**src/rtl/sisc_fetch.sv**
```systemverilog
// rtl/sisc_fetch.sv - SISC instruction fetch stage: PC, req/ack fetch, IR with valid/ready hand-off
//
// Holds the program counter, issues one instruction-memory request at a
// time, latches the returned word into ir and presents it to the core
// with a valid/ready handshake. Branch redirects are taken on consume
// cycles; consuming an HLT opcode stops fetching until reset.
//
// Optional feature macro: SISC_FETCH_REL_BR_EN
//   defined   - br_addr is a two's-complement offset added to pc
//   undefined - br_addr is an absolute target
//
// Ports:
//   clk       - clock, rising edge
//   rst_f     - synchronous active-high reset
//   im_req    - instruction-memory request (registered)
//   im_addr   - request address (the pc)
//   im_ack    - memory acknowledge, im_data valid in the same cycle
//   im_data   - instruction word from memory
//   ir        - instruction register to the core
//   ir_valid  - ir holds an unconsumed instruction
//   ir_ready  - core accepts ir this cycle
//   br_taken  - redirect, sampled only on a consume cycle
//   br_addr   - branch target or offset
//   pc        - address of the next fetch
//   halted    - fetch stopped by HLT

module sisc_fetch #(
  parameter int                 ADDR_W   = 16,
  parameter logic [ADDR_W-1:0]  RESET_PC = '0,
  parameter logic [3:0]         HLT_OP   = 4'hF
) (
  input  logic              clk,
  input  logic              rst_f,
  output logic              im_req,
  output logic [ADDR_W-1:0] im_addr,
  input  logic              im_ack,
  input  logic [31:0]       im_data,
  output logic [31:0]       ir,
  output logic              ir_valid,
  input  logic              ir_ready,
  input  logic              br_taken,
  input  logic [ADDR_W-1:0] br_addr,
  output logic [ADDR_W-1:0] pc,
  output logic              halted
);

  typedef enum logic [1:0] {
    S_FETCH = 2'd0,
    S_HOLD  = 2'd1,
    S_HALT  = 2'd2
  } state_e;

  state_e            state_q, state_d;
  logic [ADDR_W-1:0] pc_q, pc_d;
  logic [31:0]       ir_q, ir_d;
  logic              ir_valid_q, ir_valid_d;
  logic              im_req_q, im_req_d;
  logic              halted_q, halted_d;
  logic [ADDR_W-1:0] br_target;

  // pc already points past the branch while it sits in ir, so a relative
  // offset is applied to the incremented value.
  always_comb begin
`ifdef SISC_FETCH_REL_BR_EN
    br_target = pc_q + br_addr;
`else
    br_target = br_addr;
`endif
  end

  always_comb begin
    state_d    = state_q;
    pc_d       = pc_q;
    ir_d       = ir_q;
    ir_valid_d = ir_valid_q;
    im_req_d   = im_req_q;
    halted_d   = halted_q;

    case (state_q)
      S_FETCH: begin
        // Reset leaves us in FETCH with im_req low, so an ack arriving
        // before the request is actually on the bus is ignored here.
        if (im_req_q && im_ack) begin
          ir_d       = im_data;
          ir_valid_d = 1'b1;
          pc_d       = pc_q + ADDR_W'(1);
          im_req_d   = 1'b0;
          state_d    = S_HOLD;
        end else begin
          im_req_d   = 1'b1;
        end
      end

      S_HOLD: begin
        if (ir_ready) begin
          ir_valid_d = 1'b0;
          if (ir_q[31:28] == HLT_OP) begin
            halted_d = 1'b1;
            state_d  = S_HALT;
          end else begin
            if (br_taken) begin
              pc_d = br_target;
            end
            im_req_d = 1'b1;
            state_d  = S_FETCH;
          end
        end
      end

      S_HALT: begin
      end

      default: begin
        state_d  = S_FETCH;
        im_req_d = 1'b0;
      end
    endcase
  end

  always_ff @(posedge clk) begin
    if (rst_f) begin
      state_q    <= S_FETCH;
      pc_q       <= RESET_PC;
      ir_q       <= '0;
      ir_valid_q <= 1'b0;
      im_req_q   <= 1'b0;
      halted_q   <= 1'b0;
    end else begin
      state_q    <= state_d;
      pc_q       <= pc_d;
      ir_q       <= ir_d;
      ir_valid_q <= ir_valid_d;
      im_req_q   <= im_req_d;
      halted_q   <= halted_d;
    end
  end

  assign im_req   = im_req_q;
  assign im_addr  = pc_q;
  assign ir       = ir_q;
  assign ir_valid = ir_valid_q;
  assign pc       = pc_q;
  assign halted   = halted_q;

endmodule

```
**config.mk**
```make
export PLATFORM = sky130hd
export DESIGN_NAME = sisc_fetch
export DESIGN_NICKNAME = d
export VERILOG_FILES = /design/src/rtl/sisc_fetch.sv
export SDC_FILE = /design/constraint.sdc
export NUM_CORES = 1
export LEC_CHECK = 0
export CORE_MARGIN = 2
export CORE_UTILIZATION = 34
export DETAILED_ROUTE_END_ITERATION = 10
export PLACE_DENSITY = 0.69
export SYNTH_ARGS = -nofsm -noshare
export SYNTH_HDL_FRONTEND = slang
export SYNTH_SLANG_ARGS = --single-unit
```
**constraint.sdc**
```tcl
create_clock -name clk -period 2.2 [get_ports clk]
set_input_delay 0.44 -clock clk [delete_from_list [all_inputs] [get_ports clk]]
set_output_delay 0.44 -clock clk [all_outputs]
set_load 0.02 [all_outputs]
```
==> reports/metrics.yaml, run 1 <==
synthesis:
  synth_area_mm2: 0.002484
  async_flop_share: 0
  syn_area_per_cell_um2: 7.885
  yosysSeqAreaShare: 0.4272
  synth.most_common_cell: "nand2_1"
  synth_fp_nets: 369
  synth.top_cell.area_share: 0.4272
  synth_edf_count: 0
  syn_inst: 315
  ys.flop_type: "dfxtp_1"
  synth_cell_types: 46
  synth-seq-cells: 53
  synth_top_area_cell: "dfxtp_1"
  ys_top_cells_by_area: "dfxtp_1, nand2_1, a21oi_1"
  ys_warn_count: 0
  yosys-top-cells-count: "nand2_1, dfxtp_1, a21oi_1"
global_route:
  grt_use_total: 0.1728
  grt-busiest-layer: "met2"
  grt_pass1_wl_um: 10930
  grt_max_degree: 34
  globalRoute.totalOverflow: 0
  use_met1: 0.2274
  antenna_found_initial: 0
  grt_pass1_vias: 2312
  use_met2: 0.2781
  use_met3: 0.05540
placed_design:
  routabilityCongestion: 0.7529
  io_buffers: 119
  dp_hpwl_um: 5041
  placed_area_mm2: 0.003699
  pre_cts_slack_ns: 0.1870
die:
  die_w_um: 89.47
  rows: 31
  die-area_mm2: 0.008005
  die_y_um: 89.47
  fp.coreArea_mm2: 0.007176
  io_pins: 120
  initial_utilization: 0.3461
critical_path:
  worst_ep_required_time_ns: 1.76
  cp-end-kind: "output port"
  crit_type: "flop to output port"
  crit_buf_inv: 1
  crit_path_max_fanout: 8
  cpLargestDelayFamily: "buffers and inverters"
  crit_chain: "clkdlybuf4s50_1"
  slowest_stage: "clkdlybuf4s50_1"
  start_kind: "flop"
  cp_num_cells: 1
  arrival_ns: 1.48
  worst-r2r-cell-count: 5
  cp_slowest_stage_delay_ns: 0.67
clock_tree:
  htree_num_levels: 2
  post-cts-setup-buffer-count: 0
  cts_buffer_depth: 2
  hold_buffers: 0
  root_buffer: "clkbuf_8"
  cts_tree: "built"
  cts_buffers: 5
  clock_latency_ns: 0.31
  clk_pin_slew_worst_paths_ns: 0.10
  clock_sinks: 53
  cts_resized: 0
cells_and_area:
  fillerInstances: 688
  nNetsFinal: 470
  final_cell_area_mm2: 0.003792
  diodes: 0
  seq_area_mm2: 0.001061
  drive_above_1_share: 0.06954
  multi_input_area_mm2: 0.001212
  area.growth.synth_to_final_pct: 52.70
power:
  p_leak_nw: 1.230
  switchingPower_mw: 0.5977
  p_clk_frac: 0.277
  power_frac_comb: 0.219
  seqPwrFrac: 0.504
  switching_share: 0.2891
  vdd_drop_max_v: 0.0002869
  internal_power_mw: 1.470
  finalPower_mw: 2.068
  pwr_density_cell_mw_per_mm2: 545.2
route:
  finalWirelength_um: 7071
  drc_errors: 0
  wl_per_cell_um: 13.70
  postRouteAntennaNets: 0
  drt-initial-drc-count: 176
  via_per_inst: 4.913
  drt_pre_antenna_iters: 5
  dr_total_vias: 2535
worst_hold_path:
  hold_depth: 2
  hp-class: "flop to flop"
timing:
  setup_violations: 0
  period_needed_ns: 1.916
  slew_viol_final: 0
  rsz0062_at_grt: "no"
  tns_ns: 0
  timing_worst_slew_pin_value_ns: 0.4846
  slew_headroom: 0.6769
  fin_ws_ns: 0.2844
  fin_skew_ns: 0.01391
  post-route-period-util: 0.8707
  fmax_mhz: 522.0
  hold_violations: 0
run:
  maxCapViolCount: 0
outcome:
  status: "completed"
## final cells by class
cell class / instances / area share
flip-flops and latches: 53 / 0.2798
clock inverters: 3 / 0.006598
inverters: 4 / 0.003959
repair buffers: 129 / 0.3392
clock buffers: 5 / 0.01815
well taps: 99 / 0.03266
multi-input cells: 223 / 0.3197
## per-layer routing
layer,vias to the layer above,wire length [um]
li1,1278,-
met1,1179,3210
met2,78,3378
met3,0,482
met4,0,0
met5,-,0
## power by group through the flow
stage,clock [mW],sequential [mW],combinational [mW]
floorplan,0,1.11,0.170
global placement,0,1.06,0.450
detailed placement,0,1.06,0.455
CTS,0.600,1.04,0.457
global route,0.638,1.05,0.490
finish,0.572,1.04,0.453
## logic make-up after synthesis
kind of cell | count (synthesis) | share of synthesized area
compound gates | 83 | 0.2131
fa+ha+maj | 1 | 0.005037
buf+inv | 39 | 0.09017
flops | 53 | 0.4272
mux | 1 | 0.004534
simple gates | 138 | 0.2600
## layout by cell type (no fill, tap or decap), types with 4 or more instances in the layout
master           netlist  final
nand2_1               82     82
clkbuf_8               0      5
inv_1                  4      4
clkdlybuf4s50_1        0    118
nor2_1                11     11
buf_4                 18      8
dfxtp_1               53     53
a21oi_1               44     44
nand4_1                5      5
nor4_1                 4      4
nand3_1                9      9
o21ai_0               13     13
and2_1                 4      4
## worst register-to-register path: cells and delay by family, from the launching register on
| family | cells | cell delay (ns) |
|---|---|---|
| fa+ha+maj | 1 | 0.28 |
| compound gates | 1 | 0.17 |
| simple gates | 3 | 0.77 |
| flops | 1 | 0.50 |
## flip-flops by register name, indices dropped and copies added, names as in the netlist
signal and count:
halted 1, ir_valid 1, ir 32, state_q 2, im_req 1, im_addr 16
## final timing paths
| path | slack [ns] | startpoint | end |
|---|---|---|---|
| worst max-delay path | 0.28 | im_addr[0] | pc[0] |
| worst min-delay path | 0.46 | ir[16] | ir[16] |
| worst max register to register | 0.39 | im_addr[0] | im_addr[14] |
| worst min register to register | 0.46 | ir[16] | ir[16] |
## per-stage QoR
stage | utilization | cells | hold WS (ns)
6_report | 0.5285 | 516 | 0.4588
5_1_grt | 0.5285 | 516 | 0.4764
4_1_cts | 0.5285 | 516 | 0.4638
3_5_place_dp | 0.5154 | 508 | 0.4481
3_3_place_gp | 0.5154 | 508 | 0.4412
2_1_floorplan | - | 315 | 0.5190
(Power assumes the default switching activity.)
==> run 2, diff against run 1 <==
- REMOVE_ABC_BUFFERS: unset -> 1
==> run 2 against run 1 <==
Utilization unchanged. Wire length down 3.8%. Fmax down 1.5%. Sequential power about the same. First-iteration DRC count down 31%. Largest power group unchanged.
==> reports/metrics.yaml, run 2 (same netlist as run 1, synthesis figures left out) <==
clock_tree:
  cts_tree: "built"
  clk_pin_slew_worst_paths_ns: 0.10  # about the same
  root_buffer: "clkbuf_8"
  clock_sinks: 53  # unchanged
  hold_buffers: 0  # unchanged
  cts_resized: 0  # unchanged
  htree_num_levels: 2  # unchanged
  post-cts-setup-buffer-count: 0  # unchanged
  cts_buffer_depth: 2  # unchanged
  cts_buffers: 5  # unchanged
  clock_latency_ns: 0.31  # about the same
critical_path:
  slowest_stage: "clkdlybuf4s50_1"
  crit_buf_inv: 1  # unchanged
  crit_chain: "clkdlybuf4s50_1"
  start_kind: "flop"
  crit_path_max_fanout: 10  # +2
  worst-r2r-cell-count: 5  # unchanged
  cp_num_cells: 1  # unchanged
  cpLargestDelayFamily: "buffers and inverters"
  r2r_end: "im_addr[14]"
  reg2reg_from: "im_addr[0]"
  worst_ep_required_time_ns: 1.76  # about the same
  cp-startpoint: "im_addr[2]"
  crit_end: "im_addr[2]"
  cp-end-kind: "output port"
  cp_slowest_stage_delay_ns: 0.67  # about the same
  arrival_ns: 1.50  # +0.02 ns
  r2r_slack_ns: 0.32  # -0.07 ns
  crit_type: "flop to output port"
placed_design:
  dp_hpwl_um: 4956  # -1.7%
  dp_cells: 508  # unchanged
  pre_cts_slack_ns: 0.1006  # -0.08645 ns
  routabilityCongestion: 0.7821  # +3.9%
  io_buffers: 119  # unchanged
  placed_area_mm2: 0.003699  # unchanged
die:
  die_y_um: 89.47  # unchanged
  io_pins: 120  # unchanged
  rows: 31  # unchanged
  die-area_mm2: 0.008005  # unchanged
  initial_utilization: 0.3461  # unchanged
  die_w_um: 89.47  # unchanged
  fp.coreArea_mm2: 0.007176  # unchanged
timing:
  slew_viol_final: 0  # unchanged
  fin_ws_ns: 0.2557  # -0.02867 ns
  tns_ns: 0  # unchanged
  setup_violations: 0  # unchanged
  timing_worst_slew_pin_value_ns: 0.6646  # +0.1800 ns
  rsz0062_at_grt: "no"
  hold_violations: 0  # unchanged
  slew_headroom: 0.5569  # -0.1200
  period_needed_ns: 1.944  # +0.02867 ns
  fmax_mhz: 514.3  # -1.5%
  fin_skew_ns: 0.009233  # -0.004675 ns
  hold_slack_ns: 0.4593  # +0.0005840 ns
  post-route-period-util: 0.8838  # +0.01303
power:
  finalPower_mw: 2.068  # about the same
  p_leak_nw: 1.230  # about the same
  vdd_drop_max_v: 0.0003692  # +29%
  pwr_density_cell_mw_per_mm2: 545.4  # about the same
worst_hold_path:
  hp-class: "flop to flop"
  hp-start: "ir[15]"
cells_and_area:
  seq_area_mm2: 0.001061  # unchanged
  final_cell_area_mm2: 0.003792  # unchanged
  drive_above_1_share: 0.06954  # unchanged
  stdcell_count: 516  # unchanged
  nNetsFinal: 470  # unchanged
  largest_reg_flops: 32  # unchanged
  utilization: 0.5285  # unchanged
  fillerInstances: 688  # unchanged
  layout_commonest_cell: "clkdlybuf4s50_1"
  multi_input_area_mm2: 0.001212  # unchanged
  diodes: 0  # unchanged
  layout_common_cells: "clkdlybuf4s50_1, nand2_1, dfxtp_1"
  area.growth.synth_to_final_pct: 52.70  # unchanged
route:
  postRouteAntennaNets: 0  # unchanged
  drt_pre_antenna_iters: 4  # -1
  drc_errors: 0  # unchanged
  drt-initial-drc-count: 121  # -31%
  wl_per_cell_um: 13.18  # -3.8%
  finalWirelength_um: 6799  # -3.8%
  via_per_inst: 4.953  # +0.83%
  dr_total_vias: 2556  # +0.83%
outcome:
  status: "completed"
global_route:
  use_met1: 0.2272  # -0.0002564
  grt_max_degree: 36  # +5.9%
  use_met3: 0.05078  # -0.004617
  grt_use_total: 0.1703  # -0.002550
  grt_pass1_vias: 2264  # -2.1%
  use_met2: 0.2754  # -0.002694
  grt-busiest-layer: "met2"
  grt_pass1_wl_um: 10810  # -1.1%
  antenna_found_initial: 0  # unchanged
  globalRoute.totalOverflow: 0  # unchanged
run:
  maxCapViolCount: 0  # unchanged
[run 2: cell counts in the layout (fill, tap and decap cells not counted)]
Identical to the previous run, type by type.
[run 2: cell type report]
type,count,share of cell area
Clock buffer,5,0.01815
Clock inverter,3,0.006598
Inverter,4,0.003959
Multi-Input combinational cell,223,0.3197
Sequential cell,53,0.2798
Tap cell,99,0.03266
Timing Repair Buffer,129,0.3392
[run 2: worst min path at each step]
| stage | to | slack (ns) | cells past startpoint |
|---|---|---|---|
| global placement | ir[19] | 0.44 | 2 |
| finish | ir[15] | 0.46 | 2 |
| detailed placement | ir[5] | 0.45 | 2 |
| global route | ir[12] | 0.49 | 2 |
| CTS | ir[5] | 0.46 | 2 |
| floorplan | im_addr[14] | 0.50 | 1 |
[run 2: worst reg2reg max path: stages, from the launching register on]
cell and delay, ns:
dfxtp_1 0.48, ha_1 0.29, and4_1 0.33, nand3_2 0.13
or4_1 0.43, a41oi_2 0.16
[run 2: power by group]
group	internal, mW	leakage [nW]	total (mW)	switching (mW)
logic	0.238	0.754	0.456	0.218
clock network	0.231	0.0447	0.573	0.342
registers	1.00	0.431	1.04	0.0366
total	1.47	1.23	2.07	0.597
[run 2: routing by layer]
layer / routed length (um) / part of all wire / up-vias
met3: 508 / 0.075 / 2
met1: 2990 / 0.44 / 1170
met2: 3278 / 0.48 / 100
met5: 0 / 0 / -
li1: - / - / 1284
met4: 21 / 0.0031 / 0
==> run 3, diff against run 2 <==
- HOLD_SLACK_MARGIN: unset -> 0.12
- SLEW_MARGIN: unset -> 20
==> results of run 3 <==
Same layout as run 2: the final DEF is identical, and so are final timing and power.
